**config.mk**
```make
export PLATFORM = sky130hd
export DESIGN_NAME = axi_read_responder
export DESIGN_NICKNAME = d
export VERILOG_FILES = /design/src/rtl/axi_read_responder.sv
export SDC_FILE = /design/constraint.sdc
export NUM_CORES = 1
export LEC_CHECK = 0
export CAP_MARGIN = 0
export CORE_UTILIZATION = 27
export CTS_BUF_LIST = sky130_fd_sc_hd__clkbuf_8
export CTS_CLUSTER_SIZE = 20
export DETAILED_ROUTE_END_ITERATION = 8
export GPL_TIMING_DRIVEN = 0
export PLACE_DENSITY_LB_ADDON = 0.05
export SYNTH_ARGS = -nofsm -noshare
export SYNTH_HDL_FRONTEND = slang
export SYNTH_SLANG_ARGS = --single-unit
```
**constraint.sdc**
```tcl
create_clock -name ACLK -period 6.02 [get_ports ACLK]
set_input_delay 1.204 -clock ACLK [delete_from_list [all_inputs] [get_ports ACLK]]
set_output_delay 1.204 -clock ACLK [all_outputs]
set_load 0.005 [all_outputs]
```
**src/rtl/axi_read_responder.sv**
```systemverilog
// axi_read_responder
//   AXI4 read-channel slave in front of a synchronous SRAM. Accepts one burst
//   at a time on AR. Each beat is fetched from the SRAM and returned on R.
//   Beats that fall outside [MEM_BASE, MEM_BASE+MEM_SIZE-8] are answered with
//   DECERR and zero data, and the SRAM is not touched for them.
//
// Ports
//   ACLK, ARESETn       clock, synchronous active-low reset
//   ARVALID/ARREADY     read address handshake
//   ARADDR, ARLEN       burst start byte address, beats minus one
//   ARPROT              accepted and ignored
//   RVALID/RREADY       read data handshake
//   RDATA, RLAST, RRESP read data, final-beat flag, OKAY/DECERR response
//   mem_en, mem_addr    SRAM read strobe and 8-byte aligned byte address
//   mem_rdata           SRAM read data, valid the cycle after mem_en
module axi_read_responder #(
  parameter int unsigned       ADDR_W   = 32,
  parameter int unsigned       DATA_W   = 64,
  parameter logic [ADDR_W-1:0] MEM_BASE = 32'h8000_0000,
  parameter logic [ADDR_W-1:0] MEM_SIZE = 32'h0800_0000
) (
  input  logic              ACLK,
  input  logic              ARESETn,
  input  logic              ARVALID,
  output logic              ARREADY,
  input  logic [ADDR_W-1:0] ARADDR,
  input  logic [7:0]        ARLEN,
  input  logic [2:0]        ARPROT,
  output logic              RVALID,
  input  logic              RREADY,
  output logic [DATA_W-1:0] RDATA,
  output logic              RLAST,
  output logic [1:0]        RRESP,
  output logic              mem_en,
  output logic [ADDR_W-1:0] mem_addr,
  input  logic [DATA_W-1:0] mem_rdata
);

  localparam logic [1:0] RESP_OKAY   = 2'b00;
  localparam logic [1:0] RESP_DECERR = 2'b11;

  // Last decoded beat address, computed one bit wider so a region ending at
  // the top of the address space cannot wrap.
  localparam logic [ADDR_W:0] LAST_ADDR =
    {1'b0, MEM_BASE} + {1'b0, MEM_SIZE} - (ADDR_W+1)'(8);

  typedef enum logic [1:0] {
    IDLE,
    FETCH,
    RESP
  } state_e;

  state_e              state_q,   state_d;
  logic [ADDR_W-1:0]   addr_q,    addr_d;
  logic [7:0]          len_q,     len_d;
  logic [7:0]          cnt_q,     cnt_d;
  logic                arready_q, arready_d;
  logic                rvalid_q,  rvalid_d;
  logic [1:0]          rresp_q,   rresp_d;
  logic                first_q,   first_d;
  logic [DATA_W-1:0]   rdata_q,   rdata_d;

  logic [DATA_W-1:0]   rdata_live;
  logic                beat_last;

  // ARPROT and the low address bits carry no meaning for this slave.
  logic unused_inputs;
  assign unused_inputs = ^{ARPROT, ARADDR[2:0]};

  function automatic logic in_range(input logic [ADDR_W-1:0] a);
    return ({1'b0, a} >= {1'b0, MEM_BASE}) && ({1'b0, a} <= LAST_ADDR);
  endfunction

  assign beat_last  = (cnt_q == len_q);
  assign rdata_live = (rresp_q == RESP_OKAY) ? mem_rdata : '0;

  // SRAM data only arrives in the first RESP cycle, so that cycle forwards it
  // straight through while rdata_q captures it; later stall cycles replay the
  // captured copy, keeping RDATA stable until the handshake.
  assign RDATA    = first_q ? rdata_live : rdata_q;
  assign RVALID   = rvalid_q;
  assign RRESP    = rresp_q;
  assign RLAST    = rvalid_q && beat_last;
  assign ARREADY  = arready_q;
  assign mem_en   = (state_q == FETCH) && in_range(addr_q);
  assign mem_addr = addr_q;

  always_comb begin
    state_d   = state_q;
    addr_d    = addr_q;
    len_d     = len_q;
    cnt_d     = cnt_q;
    arready_d = arready_q;
    rvalid_d  = rvalid_q;
    rresp_d   = rresp_q;
    first_d   = 1'b0;
    rdata_d   = rdata_q;

    case (state_q)
      IDLE: begin
        arready_d = 1'b1;
        if (ARVALID && arready_q) begin
          addr_d    = {ARADDR[ADDR_W-1:3], 3'b000};
          len_d     = ARLEN;
          cnt_d     = '0;
          arready_d = 1'b0;
          state_d   = FETCH;
        end
      end

      FETCH: begin
        rvalid_d = 1'b1;
        rresp_d  = in_range(addr_q) ? RESP_OKAY : RESP_DECERR;
        first_d  = 1'b1;
        state_d  = RESP;
      end

      RESP: begin
        if (first_q) begin
          rdata_d = rdata_live;
        end
        if (rvalid_q && RREADY) begin
          rvalid_d = 1'b0;
          if (beat_last) begin
            arready_d = 1'b1;
            state_d   = IDLE;
          end else begin
            addr_d  = addr_q + ADDR_W'(8);
            cnt_d   = cnt_q + 8'd1;
            state_d = FETCH;
          end
        end
      end

      default: begin
        state_d = IDLE;
      end
    endcase
  end

  always_ff @(posedge ACLK) begin
    if (!ARESETn) begin
      state_q   <= IDLE;
      addr_q    <= '0;
      len_q     <= '0;
      cnt_q     <= '0;
      arready_q <= 1'b0;
      rvalid_q  <= 1'b0;
      rresp_q   <= RESP_OKAY;
      first_q   <= 1'b0;
      rdata_q   <= '0;
    end else begin
      state_q   <= state_d;
      addr_q    <= addr_d;
      len_q     <= len_d;
      cnt_q     <= cnt_d;
      arready_q <= arready_d;
      rvalid_q  <= rvalid_d;
      rresp_q   <= rresp_d;
      first_q   <= first_d;
      rdata_q   <= rdata_d;
    end
  end

endmodule

```
==> run_results.csv <==
group,metric,value,unit
run_status,status,"complete, but fails checks",
run_status,violations,"design-rule violations",
logic_synthesis,netlist_instances,882,
clock_network,cts_buffer_depth,2,
drt,routedWlPerCell,17.0,um
sta,relSlewSlack,25.5,%
drt,wl,23.8,mm
logic_synthesis,synth_seq_cells,115,
sta,setup_violations,0,
clock_network,cts-root-buf,"clkbuf_8",
drt,vias,6895,
floorplanning,ios,213,
floorplanning,die_height,152,um
sta,period_minus_slack,4.78,ns
floorplanning,core_area,22000,um2
finish,drive_gt1_share,4.11,%
drt,firstDrtPassIters,8,
drt,routed_via_density,4.93,
sta,worst_slew_pin_slew,1.11,ns
sta,tns,0,ns
worst_setup_path,worstRegToRegCells,6,
floorplanning,start_util,27.7,%
clock_network,clock_latency,0.44,ns
worst_setup_path,crit_path_end,"mem_en",
floorplanning,num_rows,54,
worst_setup_path,end_kind,"output port",
finish,stdcell_count,1398,
global_routing,grt_pass1_vias,6534,
sta,hold_violations,0,
logic_synthesis,syn-mean-instance-area,6.89,um2
logic_synthesis,yosysUniqueCellTypes,61,
worst_setup_path,setup.worst_path.start,"mem_addr[3]",
clock_network,cts_tree,"yes",
worst_setup_path,r2r-end,"mem_addr[27]",
worst_setup_path,cp.arrival,3.58,ns
sta,fin_skew,0.0174,ns
clock_network,cts-htree-levels,4,
run,drv_cap,0,
finish,layout.nets,1218,
sta,rsz0062_at_grt,"no",
clock_network,post_cts_buffers,0,
placement,placed_area,8450,um2
global_routing,grt_max_degree,17,
drt,drtIter0Drc,426,
logic_synthesis,syn_area,6070,um2
logic_synthesis,synth_edf_count,0,
placement,gp_congestion,0.810,
worst_setup_path,r2r_start,"mem_addr[3]",
sta,fmax,209,MHz
placement,hpwl,17.2,mm
finish,design_area,8880,um2
drt,drc,26,
clock_network,cts_made_buffers,17,
sta,post-route-period-util,79.4,%
placement,port_buffers,202,
logic_synthesis,ys.flop_type,"dfxtp_1",
global_routing,grt_pass1_wl,37.0,mm
logic_synthesis,yosysTopAreaCellShare,37.9,%
worst_hold_path,hold_path_class,"reg -> reg",
clock_network,cts_resized,0,
drt,ant_nets,0,
clock_network,path_clk_slew,0.09,ns
pwr,total_power,0.00188,W
worst_setup_path,start_kind,"flop",
clock_network,cts_sinks,115,
pwr,leakage,2.89,nW
logic_synthesis,ys_seq_area_share,37.9,%
floorplanning,die_w,152,um
global_routing,track_usage,20.4,%
floorplanning,dieArea,23100,um2
finish,n_fill_cell,2395,
pwr,p_per_area,212,nW/um2
worst_setup_path,crit_path_max_fanout,8,
finish,areaGrowthSynthToFinish,46.2,%
placement,dp_cells,1366,
logic_synthesis,synth_top_area_cell,"dfxtp_1",
clock_network,cts_hold_buf,0,
sta,slew_viol_final,0,
global_routing,overflow,0,
finish,diodes,0,
worst_setup_path,cp.required,4.82,ns
logic_synthesis,yosys_warnings,0,
logic_synthesis,async_reset_ff_share,0,%
pwr,ir_drop,0.120,mV
global_routing,antenna_found_initial,1,
logic_synthesis,netlist_top_cells_area,"dfxtp_1 38%, nand2_1 16%, a21oi_1 7.9%",
worst_setup_path,reg2reg_slack,3.20,ns
worst_setup_path,crit_type,"reg -> out",
[report_power, final]
part	internal [W]	total, W	switching (W)
combinational	0.000141	0.000280	0.000139
clock	0.000425	0.000790	0.000365
sequential	0.000779	0.000808	0.0000293
total	0.00134	0.00188	0.000534
[Yosys cell counts (all sizes together) (3+ instances only)]
cell type / instances
a21oi: 96
a22oi: 12
a2bb2oi: 3
a31o: 3
a31oi: 4
a32o: 3
a32oi: 3
and3: 11
and4: 6
buf: 14
clkbuf: 57
dfxtp: 115
inv: 69
nand2: 252
nand3: 14
nand4: 16
nand4b: 4
nor2: 30
nor3: 12
nor4: 6
o211ai: 3
o21a: 5
o21ai: 72
o221ai: 3
o22ai: 3
o31a: 6
o31ai: 3
o32ai: 13
or4: 4
xnor2: 9
[routing by layer]
layer  GRT usage, %  wire length [um]
met5              0                11
met4           4.81               259
met3           5.33              1710
met2           31.9             10500
met1           28.0             11300
[registers in the layout (all words and copies together) (netlist names)]
register	count
rdata_q	64
mem_addr	29
cnt_q	8
len_q	8
state_q	2
ARREADY	1
RRESP	1
RVALID	1
first_q	1
[cell usage in the layout (no fill, tap or decap), types with 4 or more instances in the layout]
master	netlist	layout
nor4_1	5	5
a21oi_1	96	96
o21ai_0	72	72
buf_4	4	4
clkbuf_8	0	18
clkbuf_1	57	57
nand3_1	13	13
a22oi_1	12	12
inv_1	69	69
and4_1	6	6
clkdlybuf4s50_1	0	202
clkinvlp_4	0	4
o31a_1	6	6
nor2_1	30	30
o32ai_1	13	13
nor3_1	12	12
and3_1	11	11
a31oi_1	4	4
nand4b_1	4	4
xnor2_1	9	9
buf_1	9	9
nand4_1	15	15
dfxtp_1	115	115
o21a_1	5	5
nand2_1	252	252
[stage by stage]
| step | worst slack, ns | hold WS, ns | util [%] |
|---|---|---|---|
| floorplan | 3.03 | 0.436 | - |
| global placement | 1.71 | 0.443 | 38.5 |
| detailed placement | 1.75 | 0.446 | 38.5 |
| CTS | 1.22 | 0.458 | 40.4 |
| global route | 0.900 | 0.476 | 40.4 |
| finish | 1.24 | 0.455 | 40.4 |
[worst min path at each step]
stage / startpoint / to / slack (ns) / cells after the start
3_3_place_gp: rdata_q[42] / rdata_q[42] / 0.44 / 2
2_1_floorplan: rdata_q[0] / rdata_q[0] / 0.44 / 2
6_report: rdata_q[44] / rdata_q[44] / 0.46 / 2
5_1_grt: rdata_q[12] / rdata_q[12] / 0.48 / 2
4_1_cts: rdata_q[44] / rdata_q[44] / 0.46 / 2
3_5_place_dp: rdata_q[44] / rdata_q[44] / 0.45 / 2
[area by class of cell]
type	instances	area, um2	area share [%]
plain buffers	71	283	3.18
clock buffers	18	248	2.79
clock inverters	14	178	2.00
inverters	70	263	2.96
multi-input cells	628	3230	36.4
flip-flops and latches	115	2300	25.9
well taps	280	350	3.95
repair buffers	202	2020	22.8
[cell families (layout without fill, tap and decap cells)]
family	count (synthesis)	after routing	share of synthesized area (%)
simple gates	366	366	26.6
compound gates	247	247	24.7
buf+inv	141	375	8.98
flops	115	115	37.9
xor+xnor	10	10	1.44
fa+ha+maj	2	2	0.412
other cells	1	3	0.0617
[critical path: stages, from the launching register on]
cell	delay, ns
dfxtp_1	0.48
ha_1	0.24
nand3_1	0.30
nor4_2	0.87
nand3_1	0.27
a41oi_1	0.37
clkdlybuf4s50_1	0.60
Note: power is estimated with default switching activity, not from simulation.
